## src/rtl/color_pkg.sv

```systemverilog
// rtl/color_pkg.sv - shared 4-bit-per-channel colour type and colour-bar palette
package color_pkg;

    typedef struct packed {
        logic [3:0] r;
        logic [3:0] g;
        logic [3:0] b;
    } rgb_t;

    // Classic eight-bar order, brightest on the left
    function automatic rgb_t bar_color(input logic [2:0] idx);
        rgb_t c;
        case (idx)
            3'd0:    c = rgb_t'(12'hFFF);
            3'd1:    c = rgb_t'(12'hFF0);
            3'd2:    c = rgb_t'(12'h0FF);
            3'd3:    c = rgb_t'(12'h0F0);
            3'd4:    c = rgb_t'(12'hF0F);
            3'd5:    c = rgb_t'(12'hF00);
            3'd6:    c = rgb_t'(12'h00F);
            default: c = rgb_t'(12'h000);
        endcase
        return c;
    endfunction

endpackage

```

## src/rtl/vga_pkg.sv

```systemverilog
// rtl/vga_pkg.sv - 640x480@60 timing defaults and derived constants
package vga_pkg;

    localparam int DEF_CLK_DIV    = 4;
    localparam int DEF_H_VISIBLE  = 640;
    localparam int DEF_H_FP       = 16;
    localparam int DEF_H_SYNC     = 96;
    localparam int DEF_H_BP       = 48;
    localparam int DEF_V_VISIBLE  = 480;
    localparam int DEF_V_FP       = 10;
    localparam int DEF_V_SYNC     = 2;
    localparam int DEF_V_BP       = 33;
    localparam int DEF_RENDER_LAT = 1;

    function automatic int timing_total(input int vis, input int fp, input int sync, input int bp);
        return vis + fp + sync + bp;
    endfunction

    function automatic int timing_sync_start(input int vis, input int fp);
        return vis + fp;
    endfunction

    localparam int H_TOTAL      = timing_total(DEF_H_VISIBLE, DEF_H_FP, DEF_H_SYNC, DEF_H_BP);
    localparam int V_TOTAL      = timing_total(DEF_V_VISIBLE, DEF_V_FP, DEF_V_SYNC, DEF_V_BP);
    localparam int H_SYNC_START = timing_sync_start(DEF_H_VISIBLE, DEF_H_FP);
    localparam int V_SYNC_START = timing_sync_start(DEF_V_VISIBLE, DEF_V_FP);

endpackage

```

## src/rtl/sync_delay.sv

```systemverilog
// rtl/sync_delay.sv - fixed-depth shift register with per-bit reset value
module sync_delay #(
    parameter int               WIDTH     = 3,
    parameter int               DEPTH     = 1,
    parameter logic [WIDTH-1:0] RESET_VAL = '0
) (
    input  logic             i_clk,
    input  logic             i_reset,
    input  logic [WIDTH-1:0] i_din,
    output logic [WIDTH-1:0] o_dout
);

    logic [DEPTH-1:0][WIDTH-1:0] r_stage;

    // Shift one stage per clock; reset loads every stage with the idle pattern
    always_ff @(posedge i_clk) begin
        if (i_reset) begin
            r_stage <= {DEPTH{RESET_VAL}};
        end else begin
            r_stage[0] <= i_din;
            for (int i = 1; i < DEPTH; i++) begin
                r_stage[i] <= r_stage[i-1];
            end
        end
    end

    assign o_dout = r_stage[DEPTH-1];

endmodule

```

## src/rtl/vga_sync_gen.sv

```systemverilog
// rtl/vga_sync_gen.sv - VGA timing generator and pixel output stage (optional colour bars: VGA_TEST_PATTERN_EN)
module vga_sync_gen
    import vga_pkg::*;
    import color_pkg::*;
#(
    parameter int CLK_DIV    = DEF_CLK_DIV,
    parameter int H_VISIBLE  = DEF_H_VISIBLE,
    parameter int H_FP       = DEF_H_FP,
    parameter int H_SYNC     = DEF_H_SYNC,
    parameter int H_BP       = DEF_H_BP,
    parameter int V_VISIBLE  = DEF_V_VISIBLE,
    parameter int V_FP       = DEF_V_FP,
    parameter int V_SYNC     = DEF_V_SYNC,
    parameter int V_BP       = DEF_V_BP,
    parameter int RENDER_LAT = DEF_RENDER_LAT
) (
    input  logic       clk,
    input  logic       reset,
    output logic [9:0] x,
    output logic [9:0] y,
    output logic       pixel_tick,
    output logic       frame_start,
    input  logic [7:0] r_in,
    input  logic [7:0] g_in,
    input  logic [7:0] b_in,
    input  logic       test_pattern,
    output logic       vga_hsync,
    output logic       vga_vsync,
    output logic [3:0] vga_r,
    output logic [3:0] vga_g,
    output logic [3:0] vga_b
);

    localparam int               DIV_W    = $clog2(CLK_DIV);
    localparam logic [DIV_W-1:0] DIV_LAST = DIV_W'(CLK_DIV - 1);
    localparam logic [9:0] H_LAST   = 10'(timing_total(H_VISIBLE, H_FP, H_SYNC, H_BP) - 1);
    localparam logic [9:0] V_LAST   = 10'(timing_total(V_VISIBLE, V_FP, V_SYNC, V_BP) - 1);
    localparam logic [9:0] HS_FIRST = 10'(timing_sync_start(H_VISIBLE, H_FP));
    localparam logic [9:0] HS_LAST  = 10'(timing_sync_start(H_VISIBLE, H_FP) + H_SYNC - 1);
    localparam logic [9:0] VS_FIRST = 10'(timing_sync_start(V_VISIBLE, V_FP));
    localparam logic [9:0] VS_LAST  = 10'(timing_sync_start(V_VISIBLE, V_FP) + V_SYNC - 1);
    localparam logic [9:0] H_VIS    = 10'(H_VISIBLE);
    localparam logic [9:0] V_VIS    = 10'(V_VISIBLE);

    logic [DIV_W-1:0] r_div_cnt;
    logic [9:0]       r_h_cnt;
    logic [9:0]       r_v_cnt;
    logic             r_frame_start;
    logic             r_hsync;
    logic             r_vsync;
    rgb_t             r_rgb;

    logic w_tick, w_h_last, w_v_last;
    logic w_hs_raw, w_vs_raw, w_de_raw;
    logic w_hs_d, w_vs_d, w_de_d;
    rgb_t w_color;
    logic w_unused;

    assign w_tick   = (r_div_cnt == DIV_LAST);
    assign w_h_last = (r_h_cnt == H_LAST);
    assign w_v_last = (r_v_cnt == V_LAST);

    // Pixel divider and scan counters; frame_start rises together with the (0,0) coordinates
    always_ff @(posedge clk) begin
        if (reset) begin
            r_div_cnt     <= '0;
            r_h_cnt       <= '0;
            r_v_cnt       <= '0;
            r_frame_start <= 1'b0;
        end else begin
            r_frame_start <= w_tick && w_h_last && w_v_last;
            if (w_tick) begin
                r_div_cnt <= '0;
                if (w_h_last) begin
                    r_h_cnt <= '0;
                    r_v_cnt <= w_v_last ? 10'd0 : r_v_cnt + 10'd1;
                end else begin
                    r_h_cnt <= r_h_cnt + 10'd1;
                end
            end else begin
                r_div_cnt <= r_div_cnt + DIV_W'(1);
            end
        end
    end

    assign w_hs_raw = !((r_h_cnt >= HS_FIRST) && (r_h_cnt <= HS_LAST));
    assign w_vs_raw = !((r_v_cnt >= VS_FIRST) && (r_v_cnt <= VS_LAST));
    assign w_de_raw = (r_h_cnt < H_VIS) && (r_v_cnt < V_VIS);

`ifdef VGA_TEST_PATTERN_EN
    localparam int               DLY_W   = 16;
    localparam logic [DLY_W-1:0] DLY_RST = {3'b110, 13'd0};
    localparam logic [9:0]       BAR_W   = 10'(H_VISIBLE / 8);

    logic [2:0]       w_bar_idx;
    logic [DLY_W-1:0] w_dly_in, w_dly_out;
    logic             w_sel_d;
    rgb_t             w_pat_d;

    // Bar index from the horizontal position; off-screen columns fold onto the last bar
    always_comb begin
        w_bar_idx = 3'd7;
        if (r_h_cnt < H_VIS) begin
            w_bar_idx = 3'(r_h_cnt / BAR_W);
        end
    end

    assign w_dly_in = {w_hs_raw, w_vs_raw, w_de_raw, test_pattern, bar_color(w_bar_idx)};
    assign w_sel_d  = w_dly_out[12];
    assign w_pat_d  = rgb_t'(w_dly_out[11:0]);
    assign w_unused = ^{r_in[3:0], g_in[3:0], b_in[3:0]};
`else
    localparam int               DLY_W   = 3;
    localparam logic [DLY_W-1:0] DLY_RST = 3'b110;

    logic [DLY_W-1:0] w_dly_in, w_dly_out;

    assign w_dly_in = {w_hs_raw, w_vs_raw, w_de_raw};
    assign w_unused = ^{r_in[3:0], g_in[3:0], b_in[3:0], test_pattern};
`endif

    sync_delay #(
        .WIDTH     (DLY_W),
        .DEPTH     (RENDER_LAT),
        .RESET_VAL (DLY_RST)
    ) u_sync_delay (
        .i_clk   (clk),
        .i_reset (reset),
        .i_din   (w_dly_in),
        .o_dout  (w_dly_out)
    );

    assign w_hs_d = w_dly_out[DLY_W-1];
    assign w_vs_d = w_dly_out[DLY_W-2];
    assign w_de_d = w_dly_out[DLY_W-3];

    // Colour source: renderer's upper nibbles, or the bar generator when selected
    always_comb begin
        w_color = rgb_t'({r_in[7:4], g_in[7:4], b_in[7:4]});
`ifdef VGA_TEST_PATTERN_EN
        if (w_sel_d) begin
            w_color = w_pat_d;
        end
`endif
    end

    // Pin register: sync and blanked colour leave on the same edge
    always_ff @(posedge clk) begin
        if (reset) begin
            r_hsync <= 1'b1;
            r_vsync <= 1'b1;
            r_rgb   <= '0;
        end else begin
            r_hsync <= w_hs_d;
            r_vsync <= w_vs_d;
            r_rgb   <= w_de_d ? w_color : '0;
        end
    end

    assign x           = r_h_cnt;
    assign y           = r_v_cnt;
    assign pixel_tick  = w_tick;
    assign frame_start = r_frame_start;
    assign vga_hsync   = r_hsync;
    assign vga_vsync   = r_vsync;
    assign vga_r       = r_rgb.r;
    assign vga_g       = r_rgb.g;
    assign vga_b       = r_rgb.b;

endmodule

```

## config.mk

```make
export PLATFORM = sky130hd
export DESIGN_NAME = vga_sync_gen
export DESIGN_NICKNAME = d
export VERILOG_FILES = /design/src/rtl/color_pkg.sv /design/src/rtl/vga_pkg.sv /design/src/rtl/sync_delay.sv /design/src/rtl/vga_sync_gen.sv
export SDC_FILE = /design/constraint.sdc
export NUM_CORES = 1
export LEC_CHECK = 0
export ABC_CLOCK_PERIOD_IN_PS = 4400
export CAP_MARGIN = 15
export CORE_ASPECT_RATIO = 1.1
export CORE_UTILIZATION = 30
export CTS_CLUSTER_SIZE = 30
export DETAILED_ROUTE_END_ITERATION = 12
export SLEW_MARGIN = 0
export SYNTH_ARGS = -nofsm -noshare
export SYNTH_HDL_FRONTEND = slang
export SYNTH_SLANG_ARGS = --single-unit
```

## constraint.sdc

```tcl
create_clock -name clk -period 4.4 [get_ports clk]
set_input_delay 0.88 -clock clk [delete_from_list [all_inputs] [get_ports clk]]
set_output_delay 0.88 -clock clk [all_outputs]
set_load 0.02 [all_outputs]
```

== After elaboration in Yosys (flattened, before gate mapping) ==
Cells that the tools add are included.
Cells by class
  mux-type cells: 2
  div/mod/pow operators: 0
  reductions and logical operators: 10
  $lt $le $gt $ge: 6
  $add $sub $neg: 3
  shifts and indexed selects: 0
  bitwise gates (word level): 1
  $mul: 0
  equal/unequal tests: 3
Operator list (count)
  $add A10 B1 Y10 const B: 2
  $eq A10 B10 Y1 const B: 2
  $mux W10: 2
  $ge A10 B10 Y1 const B: 1
  $ge A10 B9 Y1 const B: 1
  $le A10 B10 Y1 const B: 1
  $le A10 B9 Y1 const B: 1
  $lt A10 B10 Y1 const B: 1
  $lt A10 B9 Y1 const B: 1
  $logic_and A1 B1 Y1: 5
  $reduce_or A2 Y1: 2
  $add A2 B1 Y2 const B: 1
  $eq A2 B2 Y1 const B: 1
  $logic_not A1 Y1: 2
  $reduce_and A2 Y1: 1
  $not A1 Y1: 1
Storage, ports and cells
  word-level logic and storage cells: 35
  bits in read-only memories: 0
  memories: 0
  bits in registers: 40
  RAM bits: 0
  latch bits: 0
  output and inout bits: 36
  bits of input ports: 27

== Logic depth before layout (Yosys ltp) ==
  depth in word-level cells: 3
  gate-level depth with buffers: 7

== Hierarchy ==
Synthesis repeated with hierarchy kept, for this count alone.
Unflattened totals
  cell total of the unflattened synthesis: 173
  area total of the unflattened synthesis: 1642.8 µm²
By module, submodules not included
  vga_sync_gen: sequential area each 740.7 µm², cells each 167, area an instance 1564.0 µm², times used 1
  sync_delay: sequential area each 60.1 µm², cells each 6, area an instance 78.8 µm², times used 1

== Worst setup path after synthesis ==
Ideal clock, no wire load.
  path type: reg-to-reg
  start point: register r_div_cnt[0]
  end point: register r_v_cnt[8] (netlist: y[8])
  data required time: 4.268 ns
  path buffers: 2
  setup slack: 2.320 ns
  arrival time: 1.948 ns
  period minus slack after synthesis: 2.080 ns
  stages on the path, launching flop included: 8
  path through: dfxtp_1 -> ha_1 -> buf_2 -> nand4b_1 -> or3_4 -> buf_4 -> o41ai_1 -> a21oi_1
Between the ends
  longest elaborated chain between the ends: 2
Ends and longest elaborated chain
  start: declaration: RTL line vga_sync_gen.sv:45  | logic [DIV_W-1:0] r_div_cnt;
  start signal: assignment: RTL line vga_sync_gen.sv:81  | r_div_cnt <= r_div_cnt + DIV_W'(1);
  $eq A2 B2 Y1: RTL line vga_sync_gen.sv:59  | assign w_tick = (r_div_cnt == DIV_LAST);
  net pixel_tick: RTL line vga_sync_gen.sv:21  | output logic pixel_tick,
  $reduce_and A2 Y1 (no source line)
  end signal: assignment: RTL line vga_sync_gen.sv:76  | r_v_cnt <= w_v_last ? 10'd0 : r_v_cnt + 10'd1;
  end: declaration: RTL line vga_sync_gen.sv:47  | logic [9:0] r_v_cnt;
The timed path passes the listed nets, and every way through them passes these cells.
A chain may end at the register's enable or synchronous reset.

== Worst setup path after layout ==
  start point: register r_div_cnt[0]
  end point: output pixel_tick
Between the ends
  longest elaborated chain between the ends: 1
Ends and longest elaborated chain (RTL line)
  $eq A2 B2 Y1: vga_sync_gen.sv:59
  end: declaration: vga_sync_gen.sv:21
No other way between the ends.

==> flow_metrics.env <==
export IMPL_status="finished clean"
export IMPL_drc=0
export IMPL_clock_sinks=40
export IMPL_die_x_microns=72.0
export IMPL_fmax_ghz=0.383
export IMPL_synth_top_family_by_area="simple AND/OR/NAND/NOR gates"
export IMPL_wl_microns=3380
export IMPL_crit_required_ns=3.52
export IMPL_setup_viol=0
export IMPL_critPathTopFamily="buffers and inverters"
export IMPL_fin_util_pct=44.5
export IMPL_synth_fa_ha_area_share_pct=4.64
export IMPL_slew_violations=0
export IMPL_htree_levels=2
export IMPL_finalSetupTns_ns=0
export IMPL_synth_edff_count=0
export IMPL_endpoint_kind="output pin"
export IMPL_hold_path_class="flop to flop"
export IMPL_netlist_instances=172
export IMPL_cp_arrival_ns=1.73
export IMPL_maxCapViolCount=0
export IMPL_grt_max_degree=14
export IMPL_gp_congestion=0.773
export IMPL_synth_compound_area_share_pct=5.72
export IMPL_wire_per_inst_microns=11.5
export IMPL_period_share_pct=59.3
export IMPL_critPathMaxFanout=11
export IMPL_stdcell_count=295
export IMPL_rows=27
export IMPL_max_slew_margin_rel_pct=63.5
export IMPL_grt_pass1_wl_microns=5610
export IMPL_synth_cell_types=36
export IMPL_cp_slowest_stage_delay_ns=0.68
export IMPL_diodes=0
export IMPL_period_minus_slack_ns=2.61
export IMPL_hold_buffers=0
export IMPL_ioPinCount=63
export IMPL_synth_common_cells="40 x dfxtp_1, 16 x nor2_1, 12 x and2_1, 12 x nand3_1, 9 x xnor2_1"
export IMPL_rsz0062_at_grt="false"
export IMPL_ys_warnings_count=0
export IMPL_synthTopCellsByArea="dfxtp_1 49%, xnor2_1 4.9%, and2_1 4.6%"
export IMPL_ctsRootBufferMaster="clkbuf_8"
export IMPL_worstSetupPathType="flop to output pin"
export IMPL_avgSynthCellArea_sq_um=9.41
export IMPL_tightest_slew_ns=0.547
export IMPL_yosysMostFrequentCell="dfxtp_1"
export IMPL_path_cells="ha_1 > clkdlybuf4s50_1"
export IMPL_path_buf_inv=1
export IMPL_start_kind="flop"
export IMPL_dpl_hpwl_microns=2400
export IMPL_die_h_microns=79.1
export IMPL_num_vias=1373
export IMPL_grt_pass1_vias=1197
export IMPL_cp_slowest_cell="clkdlybuf4s50_1"
export IMPL_die_area_sq_um=5700
export IMPL_cts_setup_buffers=0
export IMPL_cts_tree="built"
export IMPL_ir_drop_mv=0.132
export IMPL_numCtsBuffers=5
export IMPL_yosysSeqAreaShare_pct=49.5
export IMPL_final_hold_viol_count=0
export IMPL_drive_above_1_share_pct=5.38
export IMPL_synthXorXnorAreaFrac_pct=7.03
export IMPL_path_clk_slew_ns=0.08
export IMPL_clockBufferDepth=2
export IMPL_cts_repair_resized=0
export IMPL_overflow=0
export IMPL_layout_nets=255
export IMPL_syn_to_final_growth_pct=40.3
export IMPL_grt_use_total_pct=12.9
export IMPL_dp_cells=287
export IMPL_insertion_delay_ns=0.29
export IMPL_synth_ff_type="dfxtp_1"
export IMPL_p_per_area_nw_per_um2=313
export IMPL_synthArstFlopShare_pct=0
export IMPL_io_buffers=49
export IMPL_synth_simple_area_share_pct=29.6
export IMPL_syn_area_sq_um=1620
export IMPL_core_sq_um=5100
export IMPL_synth_mux_area_share_pct=0
export IMPL_yosysTopAreaCellShare_pct=49.5
export IMPL_final_setup_skew_ns=0.00621
export IMPL_drtIter0Drc=67
export IMPL_synth_net_count=205
export IMPL_synth_ff_latch_count=40
export IMPL_antenna_found_initial=0
export IMPL_ant_nets=0
export IMPL_p_leak_uw=0.000771
export IMPL_viasPerCell=4.65
export IMPL_drtPass1Iterations=4
export IMPL_yosysTopAreaCell="dfxtp_1"
export IMPL_initial_utilization_pct=31.7
[final cells by class]
cell class / count / area [sq um]
Timing Repair Buffer: 49 / 490
Sequential cell: 40 / 801
Inverter: 6 / 22.5
Clock buffer: 6 / 72.6
Clock inverter: 2 / 35.0
Tap cell: 72 / 90.1
Fill cell: 521 / 2830
Multi-Input combinational cell: 120 / 761
[worst register-to-register path, cell delays in order, from the launching register on]
cell and delay [ns]:
dfxtp_1 0.34, ha_1 0.41, nand4b_1 0.33, or3_4 0.48, or4_1 0.52, a21oi_1 0.14
[cell usage in the layout (no fill, tap or decap), types with 2 or more instances in the layout]
| master | count |
|---|---|
| a21oi_1 | 6 |
| and2_1 | 12 |
| and3_1 | 2 |
| clkbuf_8 | 5 |
| clkdlybuf4s50_1 | 49 |
| dfxtp_1 | 40 |
| ha_1 | 6 |
| inv_1 | 6 |
| nand2_1 | 8 |
| nand3_1 | 12 |
| nand4_1 | 5 |
| nand4b_1 | 2 |
| nor2_1 | 16 |
| nor2b_1 | 2 |
| nor3_1 | 7 |
| nor3b_1 | 2 |
| nor4_1 | 6 |
| o21ai_0 | 4 |
| or2_2 | 2 |
| or3_1 | 3 |
| xnor2_1 | 9 |
| xor2_1 | 4 |
[where the power goes]
group	total, uW	internal [uW]	switching (uW)	leakage (uW)
Combinational	46.2	26.0	20.3	0.000391
Sequential	373	370	3.05	0.000325
Clock	292	168	124	0.0000552
Total	711	564	147	0.000771
[state kept, by name, indices dropped and copies added, names as in the netlist]
register and flops:
y 10, vga_hsync 1, vga_g 4, x 10
vga_b 4, r_div_cnt 2, vga_r 4, frame_start 1
vga_vsync 1, u_sync_delay.o_dout 3
[routing by layer]
layer  wire length (microns)  global-route usage [%]
met1                    1580                    15.2
met2                    1570                    20.8
met3                     162                    4.44
met4                      74                    6.47
met5                       0                       0
[cells by family after synthesis]
logic type	Yosys count
AND/OR/NAND/NOR	86
flip-flops	40
AO/OA/AOI/OAI	15
XOR/XNOR	13
buffers and inverters	12
adder cells (fa/ha/maj)	6
[stage by stage]
stage	area (sq um)	hold slack (ns)	setup slack, ns	power (uW)
5_1_grt	2270	0.436	1.68	742
2_1_floorplan	1620	0.389	2.32	403
6_report	2270	0.404	1.79	711
3_3_place_gp	2160	0.391	2.01	428
4_1_cts	2270	0.406	1.75	724
3_5_place_dp	2160	0.394	2.03	428
[final timing paths]
check	slack (ns)	cells after the start	from	end
hold reg to reg	0.40	1	u_sync_delay.o_dout[1]$_SDFF_PP1_	vga_vsync$_SDFF_PP1_
hold / removal	0.40	1	u_sync_delay.o_dout[1]$_SDFF_PP1_	vga_vsync$_SDFF_PP1_
setup / recovery	1.79	2	r_div_cnt[0]$_SDFF_PP0_	pixel_tick
setup reg to reg	2.12	5	r_div_cnt[0]$_SDFF_PP0_	y[7]$_SDFFE_PP0P_
No activity file was read; power rests on OpenSTA's default activity.
